<file path="src/rtl/siren_generator.sv">
// siren_generator: multi-mode square-wave siren for a single piezo pin.
// Modes: off, steady tone, two-tone alternation and linear wail sweep.
module siren_generator #(
  parameter int CLK_HZ       = 16000000,
  parameter int F_LO         = 440,
  parameter int F_HI         = 880,
  parameter int ALT_CYCLES   = 8388608,
  parameter int SWEEP_CYCLES = 4096,
  parameter int SWEEP_STEP   = 4,
  parameter int DIV_W        = 16
) (
  input  logic       CLK,
  input  logic       RST,
  input  logic       EN,
  input  logic [1:0] MODE,
  output logic       AUDIO,
  output logic       ACTIVE,
  output logic       TONE_HI
);

  localparam int DIV_LO = CLK_HZ / F_LO / 2;
  localparam int DIV_HI = CLK_HZ / F_HI / 2;
  localparam int ALT_W  = $clog2(ALT_CYCLES + 1);
  localparam int SWP_W  = $clog2(SWEEP_CYCLES + 1);
  localparam int W1     = DIV_W + 1;

  localparam logic [DIV_W-1:0] LO_D   = DIV_W'(DIV_LO);
  localparam logic [DIV_W-1:0] HI_D   = DIV_W'(DIV_HI);
  localparam logic [W1-1:0]    LO_W   = W1'(DIV_LO);
  localparam logic [W1-1:0]    HI_W   = W1'(DIV_HI);
  localparam logic [W1-1:0]    STEP_W = W1'(SWEEP_STEP);
  localparam logic [ALT_W-1:0] ALT_LAST = ALT_W'(ALT_CYCLES - 1);
  localparam logic [SWP_W-1:0] SWP_LAST = SWP_W'(SWEEP_CYCLES - 1);

  if (DIV_HI < 2) begin : g_chk_hi
    $error("siren_generator: DIV_HI must be >= 2");
  end
  if (DIV_LO <= DIV_HI) begin : g_chk_lo
    $error("siren_generator: DIV_LO must exceed DIV_HI");
  end
  if (DIV_LO >= (2 ** DIV_W)) begin : g_chk_w
    $error("siren_generator: DIV_LO does not fit in DIV_W bits");
  end
  if (SWEEP_STEP < 1) begin : g_chk_step
    $error("siren_generator: SWEEP_STEP must be >= 1");
  end
  if (ALT_CYCLES < 1) begin : g_chk_alt
    $error("siren_generator: ALT_CYCLES must be >= 1");
  end
  if (SWEEP_CYCLES < 1) begin : g_chk_swp
    $error("siren_generator: SWEEP_CYCLES must be >= 1");
  end

  typedef enum logic [2:0] {
    S_IDLE,
    S_STEADY,
    S_TWO_LO,
    S_TWO_HI,
    S_WAIL_UP,
    S_WAIL_DN
  } state_t;

  state_t           state_q, state_d;
  logic [2:0]       req_q;
  logic [DIV_W-1:0] cnt_q, cnt_d;
  logic [DIV_W-1:0] cur_div_q, cur_div_d;
  logic [DIV_W-1:0] div_d;
  logic [ALT_W-1:0] alt_q, alt_d;
  logic [SWP_W-1:0] swp_q, swp_d;
  logic             audio_q, audio_d;
  logic             active_q, tone_hi_q;
  logic             restart, go;
  logic [W1-1:0]    cur_w, dn_w, up_w;

  assign restart = ({EN, MODE} != req_q);
  assign go      = EN && (MODE != 2'd0);
  assign cur_w   = {1'b0, cur_div_q};
  assign dn_w    = cur_w - STEP_W;
  assign up_w    = cur_w + STEP_W;

  always_comb begin
    state_d   = state_q;
    cur_div_d = cur_div_q;
    cnt_d     = cnt_q;
    alt_d     = alt_q;
    swp_d     = swp_q;
    audio_d   = audio_q;
    div_d     = LO_D;
    if (!go) begin
      state_d = S_IDLE;
      cnt_d   = '0;
      alt_d   = '0;
      swp_d   = '0;
      audio_d = 1'b0;
    end else if (restart || state_q == S_IDLE) begin
      // every entry state starts on the low divider
      unique case (MODE)
        2'd1:    state_d = S_STEADY;
        2'd2:    state_d = S_TWO_LO;
        default: begin
          state_d   = S_WAIL_UP;
          cur_div_d = LO_D;
        end
      endcase
      cnt_d   = LO_D - DIV_W'(1);
      alt_d   = '0;
      swp_d   = '0;
      audio_d = 1'b0;
    end else begin
      unique case (state_q)
        S_TWO_LO, S_TWO_HI: begin
          if (alt_q == ALT_LAST) begin
            alt_d   = '0;
            state_d = (state_q == S_TWO_LO) ? S_TWO_HI : S_TWO_LO;
          end else begin
            alt_d = alt_q + ALT_W'(1);
          end
        end
        S_WAIL_UP: begin
          if (swp_q == SWP_LAST) begin
            swp_d = '0;
            if (cur_w < STEP_W || dn_w <= HI_W) begin
              cur_div_d = HI_D;
              state_d   = S_WAIL_DN;
            end else begin
              cur_div_d = dn_w[DIV_W-1:0];
            end
          end else begin
            swp_d = swp_q + SWP_W'(1);
          end
        end
        S_WAIL_DN: begin
          if (swp_q == SWP_LAST) begin
            swp_d = '0;
            if (up_w >= LO_W) begin
              cur_div_d = LO_D;
              state_d   = S_WAIL_UP;
            end else begin
              cur_div_d = up_w[DIV_W-1:0];
            end
          end else begin
            swp_d = swp_q + SWP_W'(1);
          end
        end
        default: ;
      endcase
      // the divider only takes effect at a reload
      unique case (state_d)
        S_TWO_HI:             div_d = HI_D;
        S_WAIL_UP, S_WAIL_DN: div_d = cur_div_d;
        default:              div_d = LO_D;
      endcase
      if (cnt_q == '0) begin
        audio_d = ~audio_q;
        cnt_d   = div_d - DIV_W'(1);
      end else begin
        cnt_d = cnt_q - DIV_W'(1);
      end
    end
  end

  always_ff @(posedge CLK) begin
    if (RST) begin
      state_q   <= S_IDLE;
      req_q     <= '0;
      cnt_q     <= '0;
      alt_q     <= '0;
      swp_q     <= '0;
      cur_div_q <= LO_D;
      audio_q   <= 1'b0;
      active_q  <= 1'b0;
      tone_hi_q <= 1'b0;
    end else begin
      state_q   <= state_d;
      req_q     <= {EN, MODE};
      cnt_q     <= cnt_d;
      alt_q     <= alt_d;
      swp_q     <= swp_d;
      cur_div_q <= cur_div_d;
      audio_q   <= audio_d;
      active_q  <= (state_d != S_IDLE);
      tone_hi_q <= (state_d == S_TWO_HI) || (state_d == S_WAIL_UP);
    end
  end

  assign AUDIO   = audio_q;
  assign ACTIVE  = active_q;
  assign TONE_HI = tone_hi_q;

endmodule

</file>
<file path="config.mk">
export PLATFORM = sky130hd
export DESIGN_NAME = siren_generator
export DESIGN_NICKNAME = d
export VERILOG_FILES = /design/src/rtl/siren_generator.sv
export SDC_FILE = /design/constraint.sdc
export NUM_CORES = 1
export LEC_CHECK = 0
export CAP_MARGIN = 20
export CORE_MARGIN = 2
export CORE_UTILIZATION = 30
export DETAILED_ROUTE_END_ITERATION = 10
export HOLD_SLACK_MARGIN = 0.03
export SLEW_MARGIN = 20
export SYNTH_ARGS = -nofsm -noshare
export SYNTH_HDL_FRONTEND = slang
export SYNTH_SLANG_ARGS = --single-unit
</file>
<file path="constraint.sdc">
create_clock -name CLK -period 4.92 [get_ports CLK]
set_clock_uncertainty 0.2 [all_clocks]
set_input_delay 1.476 -clock CLK [delete_from_list [all_inputs] [get_ports CLK]]
set_output_delay 1.476 -clock CLK [all_outputs]
set_load 0.005 [all_outputs]
</file>
==> impl_metrics.toml, run 1 <==
[drt]
totalWireLength_um = 16400
ant_nets = 0
first_pass_iters = 7
drcViolationCount = 0
wl_per_cell_um = 17.5
vias = 5368
drtIter0Drc = 623
viasPerCell = 5.74

[cells_and_area]
fin_cells = 936
final_core_util_pct = 34.8
drive_gt1_share_pct = 9.56
area_growth_pct = 13.9
fillers = 1775
num_antenna_cells = 0
nets = 720
design_area_um2 = 6010

[worst_setup_path]
cpMaxStageDelayCell = "dfxtp_1"
path_cells = "nand4_4 > or4_1 > and3_1 > or3_4 > o211ai_4 > nand3_1 > a31oi_1 > ha_1 > o21ai_0 > or3_1 > or4_1 > and3_1"
cp.arrival_ps = 4560
worst-setup-path-type = "register to register"
crit_buf_inv = 0
critPathMaxFanout = 14
start_kind = "register"
cp.required_ps = 4960
worstSetupEndpointType = "register"
crit_family = "simple AND/OR/NAND/NOR gates"
slowest_delay_ps = 540

[placed_design]
dp_hpwl_um = 12500
portBuffers = 7
gp_congestion = 0.978
dp.cells = 920
pre_cts_slack_ps = 394
placed_area_um2 = 5690

[yosys]
synth_ff_type = "dfxtp_1"
async_reset_ff_share_pct = 0
yosys.area.top_type_share_pct = 29.6
syn_area_um2 = 5270
yosysUniqueCellTypes = 75
syn-instance-count = 696
avgSynthCellArea_um2 = 7.58
yosys-top-cells-area = "dfxtp_1, nor2_1, xor2_1"
yosysTopAreaCell = "dfxtp_1"
ys_ff_latch = 78
ys_seq_area_share_pct = 29.6
syn_nets = 710
ys_warn_count = 0
synth_edf_count = 0

[pwr]
power.density_nw_per_um2 = 243
finalPower_mw = 1.46
p_leak_nw = 2.00
ir_drop_v = 0.000202

[clock_network]
cts_tree = "built"
cts.clk_slew.worst_paths_ps = 60
ctsLongestPathBuffers = 2
root_buffer = "clkbuf_16"
numCtsBuffers = 9
hold_buffers = 0
clock-sinks = 78
htreeDepth = 3
clk_latency_ps = 350

[job]
drv_cap = 0

[outcome]
outcome = "finished clean"

[timing]
drv_slew = 0
period_needed_ps = 4520
period_share_pct = 92.0
slew_headroom_pct = 34.3
hold_ws_ps = 296
finalSetupViolations = 0
rsz0062_at_grt = "no"
hold_viol_final = 0
worst_slew_pin_slew_ps = 977
fin_setup_tns_ps = 0
setup_slack_ps = 395
fmax_ghz = 0.221

[floorplanning]
core_um2 = 17200
fp.dieH_um = 137
ioPinCount = 8
die_w_um = 137
die_area_um2 = 18700
row_count = 48
initial_core_util_pct = 30.6

[grt]
grt_usage_pct = 18.0
grt_pass1_wl_um = 26100
grt_max_degree = 22
grt_remaining_overflow = 0
grt_antenna_before_repair = 0
grt_pass1_vias = 4796

[worst_hold_path]
hp-class = "register to register"
report_power, final:
| group | internal [mW] | leakage, nW | switching [mW] | total [mW] |
|---|---|---|---|---|
| combinational | 0.0473 | 1.22 | 0.0773 | 0.125 |
| sequential | 0.637 | 0.631 | 0.00421 | 0.642 |
| clock | 0.423 | 0.149 | 0.272 | 0.694 |
Yosys cell counts (6+ instances only):
cell type and instances:
dfxtp_1 78, nor4_1 22, nand2b_1 10, o21ai_0 35
a21o_1 8, and2_1 6, nand2_1 64, or4_1 7
nor2b_1 10, nor3_1 23, or3_1 8, nand3_1 34
nor2_1 90, nor3b_1 7, a21oi_1 29, ha_1 9
xnor2_1 19, clkbuf_1 25, xor2_1 33, buf_2 10
a31oi_1 16, and3_1 13, nand4_1 22, and4_1 7
o31ai_1 6, inv_1 14
per-layer routing:
metal / vias up / GRT usage, % / part of all wire (%)
li1: 2582 / - / -
met1: 2503 / 24.8 / 45
met2: 244 / 27.7 / 44
met3: 39 / 4.11 / 8.6
met4: 0 / 6.31 / 2.7
met5: - / 0 / 0
area by class of cell:
cell class	count	area (um^2)	area share, %
sequential	78	1560	26.0
clock buffer	12	256	4.27
tap	225	282	4.69
timing repair buffer	38	303	5.04
clock inverter	4	55.1	0.917
inverter	15	56.3	0.938
multi-input combinational	564	3490	58.1
cell usage in the layout (no fill, tap or decap), types with 3 or more instances in the layout:
master,synthesis,final
xnor2_1,19,19
clkdlybuf4s50_1,0,7
dfxtp_1,78,76
or2_2,4,4
o31ai_1,6,6
a31oi_1,16,16
nor3_1,23,23
a21o_1,8,8
nor3b_1,7,7
and2_1,6,6
a21oi_1,29,29
and4_1,7,7
or3_1,8,8
nand3_1,34,34
nor2_1,90,90
o21ai_0,35,34
clkbuf_16,0,9
mux2i_1,4,4
a31o_2,3,3
o22ai_1,4,4
o211ai_1,5,5
nand2b_1,10,10
nand2_1,64,64
o21a_1,5,5
nor4_1,22,22
xor2_1,33,33
inv_1,14,14
or4_1,7,7
nand4_1,22,22
a32oi_1,5,5
ha_1,9,9
buf_4,0,31
and3_1,13,13
a211oi_1,4,4
nor2b_1,10,10
sequential cells by signal (all words and copies together), names as in the netlist:
| name | count |
|---|---|
| cur_div_q | 16 |
| AUDIO | 1 |
| TONE_HI | 1 |
| req_q | 3 |
| alt_q | 24 |
| ACTIVE | 1 |
| state_q | 3 |
| swp_q | 13 |
| cnt_q | 16 |
worst register-to-register path: cells and delay by family, from the launching register on:
family                     cells  cell delay (ps)
and+or+nand+nor                8             2690
AOI/OAI and AO/OA              3              780
DFF                            1              540
adders and majority gates      1              210
cell families (layout without fill, tap and decap cells):
| group | after synthesis | count (layout) | synth area share [%] |
|---|---|---|---|
| XOR/XNOR | 52 | 52 | 8.64 |
| adder cells (fa/ha/maj) | 9 | 9 | 2.14 |
| buffers and inverters | 54 | 69 | 4.22 |
| AO/OA/AOI/OAI | 157 | 157 | 20.7 |
| flip-flops | 78 | 78 | 29.6 |
| multiplexers | 5 | 5 | 1.19 |
| AND/OR/NAND/NOR | 341 | 341 | 33.5 |
worst paths after layout:
| path | to | cells after the start | slack [ps] | start |
|---|---|---|---|---|
| worst max register to register | cnt_q[14] | 12 | 400 | cur_div_q[4] |
| worst max-delay path | cnt_q[14] | 12 | 400 | cur_div_q[4] |
| worst min-delay path | swp_q[1] | 2 | 300 | swp_q[1] |
| worst min register to register | swp_q[1] | 2 | 300 | swp_q[1] |
timing repair:
item	4_1_cts	5_1_grt
resized for setup	0	2
buffers inserted	0	0
setup endpoints to repair	0	1
Note: power is estimated with default switching activity, not from simulation.
==> run 2, diff against run 1 <==
Settings changed: GPL_TIMING_DRIVEN set to 1.
==> results of run 2 <==
Same layout as run 1: the final DEF is identical, and so are final timing and power.
